===== src/rtl/rob_commit.sv =====
// Purpose : in-order commit buffer; allocates tags at dispatch, absorbs out-of-order completions, retires one entry per cycle to the RF write port.
// Latency : completion sampled at edge E -> earliest commit at edge E+1 -> wr high for the cycle after E+1.
// Backpressure: alloc_ready drops when all DEPTH entries are occupied; completions and RF writes are never stalled.
//
// Ports:
//   clk, rst          rising-edge clock, synchronous active-low reset
//   flush             discard every entry (wins over alloc, completion and commit)
//   alloc_valid/_rd   dispatch request and its destination register
//   alloc_ready/_tag  not-full indication and the tag (tail index) handed to dispatch
//   cmp_valid/_tag/_data  out-of-order result report by tag
//   wr, wd            registered RF write enable / write-data valid (identical)
//   write_reg/_data   registered RF write index (zero-extended) and value
//   count, empty      occupancy
module rob_commit #(
    parameter int BITWIDTH = 32,
    parameter int DEPTH    = 8,
    parameter int TAGW     = 3,
    parameter int REGADDR  = 5
) (
    input  logic                clk,
    input  logic                rst,
    input  logic                flush,
    input  logic                alloc_valid,
    input  logic [REGADDR-1:0]  alloc_rd,
    output logic                alloc_ready,
    output logic [TAGW-1:0]     alloc_tag,
    input  logic                cmp_valid,
    input  logic [TAGW-1:0]     cmp_tag,
    input  logic [BITWIDTH-1:0] cmp_data,
    output logic                wr,
    output logic                wd,
    output logic [BITWIDTH-1:0] write_reg,
    output logic [BITWIDTH-1:0] write_data,
    output logic [TAGW:0]       count,
    output logic                empty
);

    // Per-entry state. busy/done are reset; the payload is only ever read
    // when the matching busy/done bits are set, so it carries no reset.
    logic [DEPTH-1:0]    busy_q, busy_d;
    logic [DEPTH-1:0]    done_q, done_d;
    logic [REGADDR-1:0]  rd_q   [DEPTH];
    logic [REGADDR-1:0]  rd_d   [DEPTH];
    logic [BITWIDTH-1:0] data_q [DEPTH];
    logic [BITWIDTH-1:0] data_d [DEPTH];

    // Pointers carry one extra wrap bit so full and empty are distinguishable.
    logic [TAGW:0]       head_q, head_d;
    logic [TAGW:0]       tail_q, tail_d;

    // Registered RF write port.
    logic                wr_q, wr_d;
    logic [BITWIDTH-1:0] write_reg_q, write_reg_d;
    logic [BITWIDTH-1:0] write_data_q, write_data_d;

    logic [TAGW-1:0]     head_idx;
    logic [TAGW-1:0]     tail_idx;
    logic                full;
    logic                do_alloc;
    logic                do_cmp;
    logic                commit;
    logic                head_has_dest;

    assign head_idx = head_q[TAGW-1:0];
    assign tail_idx = tail_q[TAGW-1:0];

    assign full  = (head_idx == tail_idx) && (head_q[TAGW] != tail_q[TAGW]);
    assign empty = (head_q == tail_q);
    assign count = tail_q - head_q;

    // alloc_ready deliberately ignores a same-cycle commit: a full buffer
    // refuses dispatch for one cycle even if the head is about to retire.
    assign alloc_ready = !full;
    assign alloc_tag   = tail_idx;

    assign do_alloc = alloc_valid && !full && !flush;
    assign do_cmp   = cmp_valid && busy_q[cmp_tag] && !flush;
    assign commit   = busy_q[head_idx] && done_q[head_idx] && !flush;

    // Register 0 is hard-wired in the RF; such entries retire without a write.
    assign head_has_dest = (rd_q[head_idx] != '0);

    always_comb begin
        busy_d       = busy_q;
        done_d       = done_q;
        rd_d         = rd_q;
        data_d       = data_q;
        head_d       = head_q;
        tail_d       = tail_q;
        // Idle outputs must be all-zero: the RF bypass matches on write_reg
        // without looking at wr.
        wr_d         = 1'b0;
        write_reg_d  = '0;
        write_data_d = '0;

        if (flush) begin
            busy_d = '0;
            done_d = '0;
            head_d = '0;
            tail_d = '0;
        end else begin
            // Completion first; a repeated completion simply overwrites data.
            if (do_cmp) begin
                done_d[cmp_tag] = 1'b1;
                data_d[cmp_tag] = cmp_data;
            end

            // Commit uses pre-edge state only, so a completion landing on the
            // head this cycle is retired on the following edge. The clear
            // below is ordered after the completion so a duplicate completion
            // to a retiring head cannot resurrect it.
            if (commit) begin
                busy_d[head_idx] = 1'b0;
                done_d[head_idx] = 1'b0;
                head_d           = head_q + 1'b1;
                if (head_has_dest) begin
                    wr_d         = 1'b1;
                    write_reg_d  = BITWIDTH'(rd_q[head_idx]);
                    write_data_d = data_q[head_idx];
                end
            end

            // The tail slot is never the committing head: allocation is
            // blocked when full, and an empty buffer has nothing to commit.
            if (do_alloc) begin
                busy_d[tail_idx] = 1'b1;
                done_d[tail_idx] = 1'b0;
                rd_d[tail_idx]   = alloc_rd;
                tail_d           = tail_q + 1'b1;
            end
        end
    end

    always_ff @(posedge clk) begin
        if (!rst) begin
            busy_q       <= '0;
            done_q       <= '0;
            head_q       <= '0;
            tail_q       <= '0;
            wr_q         <= 1'b0;
            write_reg_q  <= '0;
            write_data_q <= '0;
        end else begin
            busy_q       <= busy_d;
            done_q       <= done_d;
            head_q       <= head_d;
            tail_q       <= tail_d;
            wr_q         <= wr_d;
            write_reg_q  <= write_reg_d;
            write_data_q <= write_data_d;
        end
    end

    always_ff @(posedge clk) begin
        rd_q   <= rd_d;
        data_q <= data_d;
    end

    assign wr         = wr_q;
    assign wd         = wr_q;
    assign write_reg  = write_reg_q;
    assign write_data = write_data_q;

endmodule


===== config.mk =====
export PLATFORM = sky130hd
export DESIGN_NAME = rob_commit
export DESIGN_NICKNAME = d
export VERILOG_FILES = /design/src/rtl/rob_commit.sv
export SDC_FILE = /design/constraint.sdc
export NUM_CORES = 1
export LEC_CHECK = 0
export CORE_MARGIN = 2
export CORE_UTILIZATION = 45
export DETAILED_ROUTE_END_ITERATION = 10
export GPL_ROUTABILITY_DRIVEN = 0
export GPL_TIMING_DRIVEN = 0
export HOLD_SLACK_MARGIN = 0.1
export PLACE_DENSITY = 0.72
export SYNTH_ARGS = -nofsm -noshare
export SYNTH_HDL_FRONTEND = slang
export SYNTH_SLANG_ARGS = --single-unit

===== constraint.sdc =====
create_clock -name clk -period 10.5 [get_ports clk]
set_clock_uncertainty 0.15 [all_clocks]
set_input_delay 2.1 -clock clk [delete_from_list [all_inputs] [get_ports clk]]
set_output_delay 2.1 -clock clk [all_outputs]
set_load 0.05 [all_outputs]

# Yosys cells after proc, flatten, opt, wreduce, memory -nomap -nowiden
# Index checks and enable logic that the tools add are counted.
word_totals:
  reg_bits: 385
classes:
  addsub: 3
  order_cmp: 11
  n_eq_ne: 3
  mux: 33
  bitwise: 14
  n_reduce_logical: 20
op_table:
  columns: ["op", "count"]
  rows:
  - ["$bwmux 256", 1]
  - ["$bmux 32 s3", 1]
  - ["$demux 32 s3", 1]
  - ["$mux 32", 3]
  - ["$mux 8", 8]
  - ["$bwmux 40", 1]
  - ["$and 8x8->8", 3]
  - ["$not 8->8", 2]
  - ["$or 8x8->8", 2]
  - ["$bmux 5 s3", 1]
  - ["$demux 5 s3", 1]
  - ["$mux 5", 3]
  - ["$ge 4x4->1 const B", 3]
  - ["$logic_and 1x1->1", 12]
  - ["$lt 3x4->1 const B", 3]
  - ["$not 3->4", 3]
  - ["$bmux 1 s3", 3]
  - ["$demux 1 s3", 3]
  - ["$ge 3x1->1 const B", 3]
  - ["$add 4x1->4 const B", 2]
  - ["$lt 4x1->1 const B", 2]
  - ["$mux 1", 7]
  - ["$reduce_bool 5->1", 1]
  - ["$eq 4x4->1", 1]
  - ["9 further kinds", 14]

# Depth between registers and ports, before layout
logic_depth:
  word_depth: 12
  depth_mapped: 9
  mapped_depth_nobuf: 7

# Least setup slack after synthesis
# No wires, ideal clock.
synth_path:
  path_type: "input to register"
  start: "input port cmp_tag[2]"
  end: "register data_q[192] in the netlist's numbering, enable pin"
  setup_ns: 0.452
  arrival_ns: 4.779
  required_ns: 9.898
  path_slack_ns: 5.119
  path_stages: 2
  path_buffers: 0
  cell_sequence: "or3b_2 > a2111oi_2"
synth_via:
  elab_chain_cells: 5
synth_rtl:
  columns: ["element", "line", "source"]
  rows:
  - ["start, declared", "28", "input logic [TAGW-1:0] cmp_tag,"]
  - ["$bmux 1 s3", "77", "assign do_cmp = cmp_valid && busy_q[cmp_tag] && !flush;"]
  - ["$mux 1 (implied by the code)", "77", null]
  - ["$logic_and 1x1->1 (2 in a row)", "77", null]
  - ["$reduce_and 2->1 (no line)", null, null]
  - ["end signal, assigned", "156", "data_q <= data_d;"]
  - ["end, declared", "44", "logic [BITWIDTH-1:0] data_q [DEPTH];"]
# No other way between the ends. The select of a mux whose other input is x is not followed.
# A chain may end at the register's enable or synchronous reset.

# Worst setup path after layout
layout_path:
  start: "register head_q[1]"
  end: "output port count[3]"
layout_via:
  elab_chain_cells: 1
layout_rtl:
  columns: ["element", "line", "source"]
  rows:
  - ["start, declared", "48", "logic [TAGW:0] head_q, head_d;"]
  - ["start signal, assigned", "138", "head_q <= '0;"]
  - ["start signal, assigned", "146", "head_q <= head_d;"]
  - ["$sub 4x4->4", "69", "assign count = tail_q - head_q;"]
  - ["end, declared", "34", "output logic [TAGW:0] count,"]
# No other way between the ends.

==> flow_metrics.env <==
export IMPL_fp_dieH_um=179
export IMPL_synth_seq_cells=358
export IMPL_setup_viol_count_final=0
export IMPL_fmax_mhz=162
export IMPL_whs_path_depth=2
export IMPL_synth_cell_area_um2=13900
export IMPL_drv_slew=0
export IMPL_port_buffers=92
export IMPL_regMostFlops="data_q"
export IMPL_seq_power_share_pct=51.5
export IMPL_crit_required_ns=8.25
export IMPL_ys_seq_area_share_pct=73.1
export IMPL_grt_usage_pct=17.8
export IMPL_highest_layer="met5"
export IMPL_timing_final_crit_period_ns=6.19
export IMPL_nFillCells=2301
export IMPL_async_flop_share_pct=0
export IMPL_area_growth_pct=22.4
export IMPL_wl_met1_um=11800
export IMPL_yosysTopAreaCell="edfxtp_1"
export IMPL_p_per_area_nw_per_um2=176
export IMPL_p_total_mw=2.99
export IMPL_hp_start="busy_q[4]$_SDFF_PP0_"
export IMPL_grt_pass1_vias=7508
export IMPL_worst_r2r_cell_count=7
export IMPL_grt_max_degree=27
export IMPL_synth_most_common_cell="edfxtp_1"
export IMPL_holdWs_ns=0.354
export IMPL_wl_per_cell_um=21.4
export IMPL_synth_edf_count=296
export IMPL_max_cap_violations=0
export IMPL_wl_um=28700
export IMPL_ant_nets=0
export IMPL_avgViaCountPerCell=5.45
export IMPL_wl_met3_um=2000
export IMPL_rr_endpoint="rd_q[14]$_DFFE_PP_"
export IMPL_ys_warn_count=0
export IMPL_drive_above_1_share_pct=22.7
export IMPL_first_iter_violations=548
export IMPL_dpl_worst_slack_ns=4.86
export IMPL_worstMarginPinSlew_ns=1.37
export IMPL_critical_path_startpoint="head_q[1]$_SDFFE_PP0N_"
export IMPL_cts_setup_buffers=0
export IMPL_cp_start_kind="flip-flop"
export IMPL_critPathArrivalTime_ns=3.94
export IMPL_clockBufferDepth=3
export IMPL_swShare_pct=19.8
export IMPL_p_int_mw=2.40
export IMPL_largest_register_ffs=256
export IMPL_rsz0062_at_grt="false"
export IMPL_clock_sinks=358
export IMPL_slew_headroom_pct=8.13
export IMPL_cts_clk_slew_worst_paths_ns=0.06
export IMPL_root_buffer="clkbuf_16"
export IMPL_reg2reg_slack_ns=6.35
export IMPL_hold_path_endpoint="busy_q[4]$_SDFF_PP0_"
export IMPL_floorplan_initialDensity_pct=45.5
export IMPL_drt_pass1_iter_count=5
export IMPL_hold_class="flip-flop to flip-flop"
export IMPL_final_cells=1341
export IMPL_cp_end_kind="output pin"
export IMPL_fin_crit_sh_pct=59.0
export IMPL_numCtsBuffers=37
export IMPL_synth_top_area_share_pct=64.2
export IMPL_antenna_found_initial=4
export IMPL_critical_path_reg2reg_startpoint="head_q[1]$_SDFFE_PP0N_"
export IMPL_num_vias=7313
export IMPL_leakage_nw=5.82
export IMPL_pwr_share_comb_pct=2.6
export IMPL_worstSkewPairLatency_ns=0.53
export IMPL_syn_avg_cell_area_um2=18.7
export IMPL_nNetsFinal=964
export IMPL_route_met2_wl_um=14200
export IMPL_status="finished clean"
export IMPL_synth_common_cells="edfxtp_1, mux4_2, dfxtp_1"
export IMPL_dp_hpwl_um=18300
export IMPL_netlist_top_cells_area="edfxtp_1, mux4_2, dfxtp_1"
export IMPL_critical_path_max_fanout=10
export IMPL_row_count=64
export IMPL_fin_tns_setup_ns=0
export IMPL_crit_type="flip-flop to output pin"
export IMPL_dieArea_um2=32200
export IMPL_drcViolationCount=0
export IMPL_holdBufCountCts=0
export IMPL_clkPwrFrac_pct=45.9
export IMPL_coreArea_um2=30400
export IMPL_ys_types=51
export IMPL_setup_ws_ns=4.31
export IMPL_dp_cells=1270
export IMPL_grt_overflow_total=0
export IMPL_cts_tree="done"
export IMPL_ir_drop_v=0.000175
export IMPL_die_x_um=179
export IMPL_power_switching_mw=0.592
export IMPL_ios=120
export IMPL_synth_ff_type="edfxtp_1"
export IMPL_cts_max_level=2
export IMPL_grt_pass1_wl_um=44200
export IMPL_final_hold_violation_count=0
export IMPL_cts_resized=0
export IMPL_synthCells=740
## critical path: stages (launching register included)
cell	delay (ns)
dfxtp_1	0.38
inv_1	0.21
buf_2	0.36
clkbuf_1	0.74
ha_1	0.41
a21o_1	0.17
a21oi_1	0.16
xor2_1	0.16
clkdlybuf4s50_1	0.81
## stage by stage
stage / util [%] / area, um^2
CTS: 55.7 / 17000
global route: 55.7 / 17000
finish: 55.7 / 17000
floorplan: - / 14000
detailed placement: 51.4 / 15600
global placement: 50.5 / 15400
## placed cells by master (no fill, tap or decap), drive strengths merged, types with 27 or more instances in the layout
| cell | n |
|---|---|
| nor3 | 42 |
| clkbuf | 61 |
| conb | 27 |
| clkdlybuf4s50 | 92 |
| nor2 | 27 |
| buf | 70 |
| mux4 | 74 |
| mux2i | 33 |
| dfxtp | 62 |
| edfxtp | 296 |
## layout make-up
type | instances | area, um^2 | area share (%)
Clock inverter | 18 | 297 | 1.75
Antenna cell | 3 | 7.51 | 0.0443
Sequential cell | 358 | 10100 | 59.7
Inverter | 15 | 56.3 | 0.332
Multi-Input combinational cell | 328 | 3370 | 19.8
Buffer | 65 | 442 | 2.60
Timing Repair Buffer | 108 | 1160 | 6.84
Clock buffer | 50 | 1000 | 5.92
Tap cell | 396 | 495 | 2.92
## metal layers
metal  GRT usage (%)  vias up
li1                -     3245
met1            23.3     3710
met5               0        -
met2            30.1      302
met3            3.36       54
met4            6.18        2
## kinds of logic after synthesis
group | count (synthesis) | synth area share (%)
buffers and inverters | 80 | 3.59
adders and majority gates | 6 | 0.596
AOI/OAI and AO/OA | 46 | 2.52
xor gates and xnor gates | 6 | 0.379
muxes | 108 | 14.6
DFF | 358 | 73.1
and+or+nand+nor | 135 | 5.16
other | 1 | 0.0271
## worst max-delay path by stage
stage,to,slack [ns],cells after the start
CTS,count[3],4.31,8
detailed placement,count[3],4.86,8
global route,count[3],4.19,8
global placement,data_q[147]$_DFFE_PP_,2.04,3
floorplan,data_q[192]$_DFFE_PP_,5.12,2
finish,count[3],4.31,8
## power by group through the flow
stage | Combinational, mW | Sequential (mW) | Clock [mW]
global placement | 0.0756 | 1.57 | 0
floorplan | 0.0415 | 1.57 | 0
global route | 0.0833 | 1.54 | 1.45
detailed placement | 0.0782 | 1.57 | 0
finish | 0.0785 | 1.54 | 1.37
CTS | 0.0782 | 1.54 | 1.40
No activity file was read; power rests on OpenSTA's default activity.
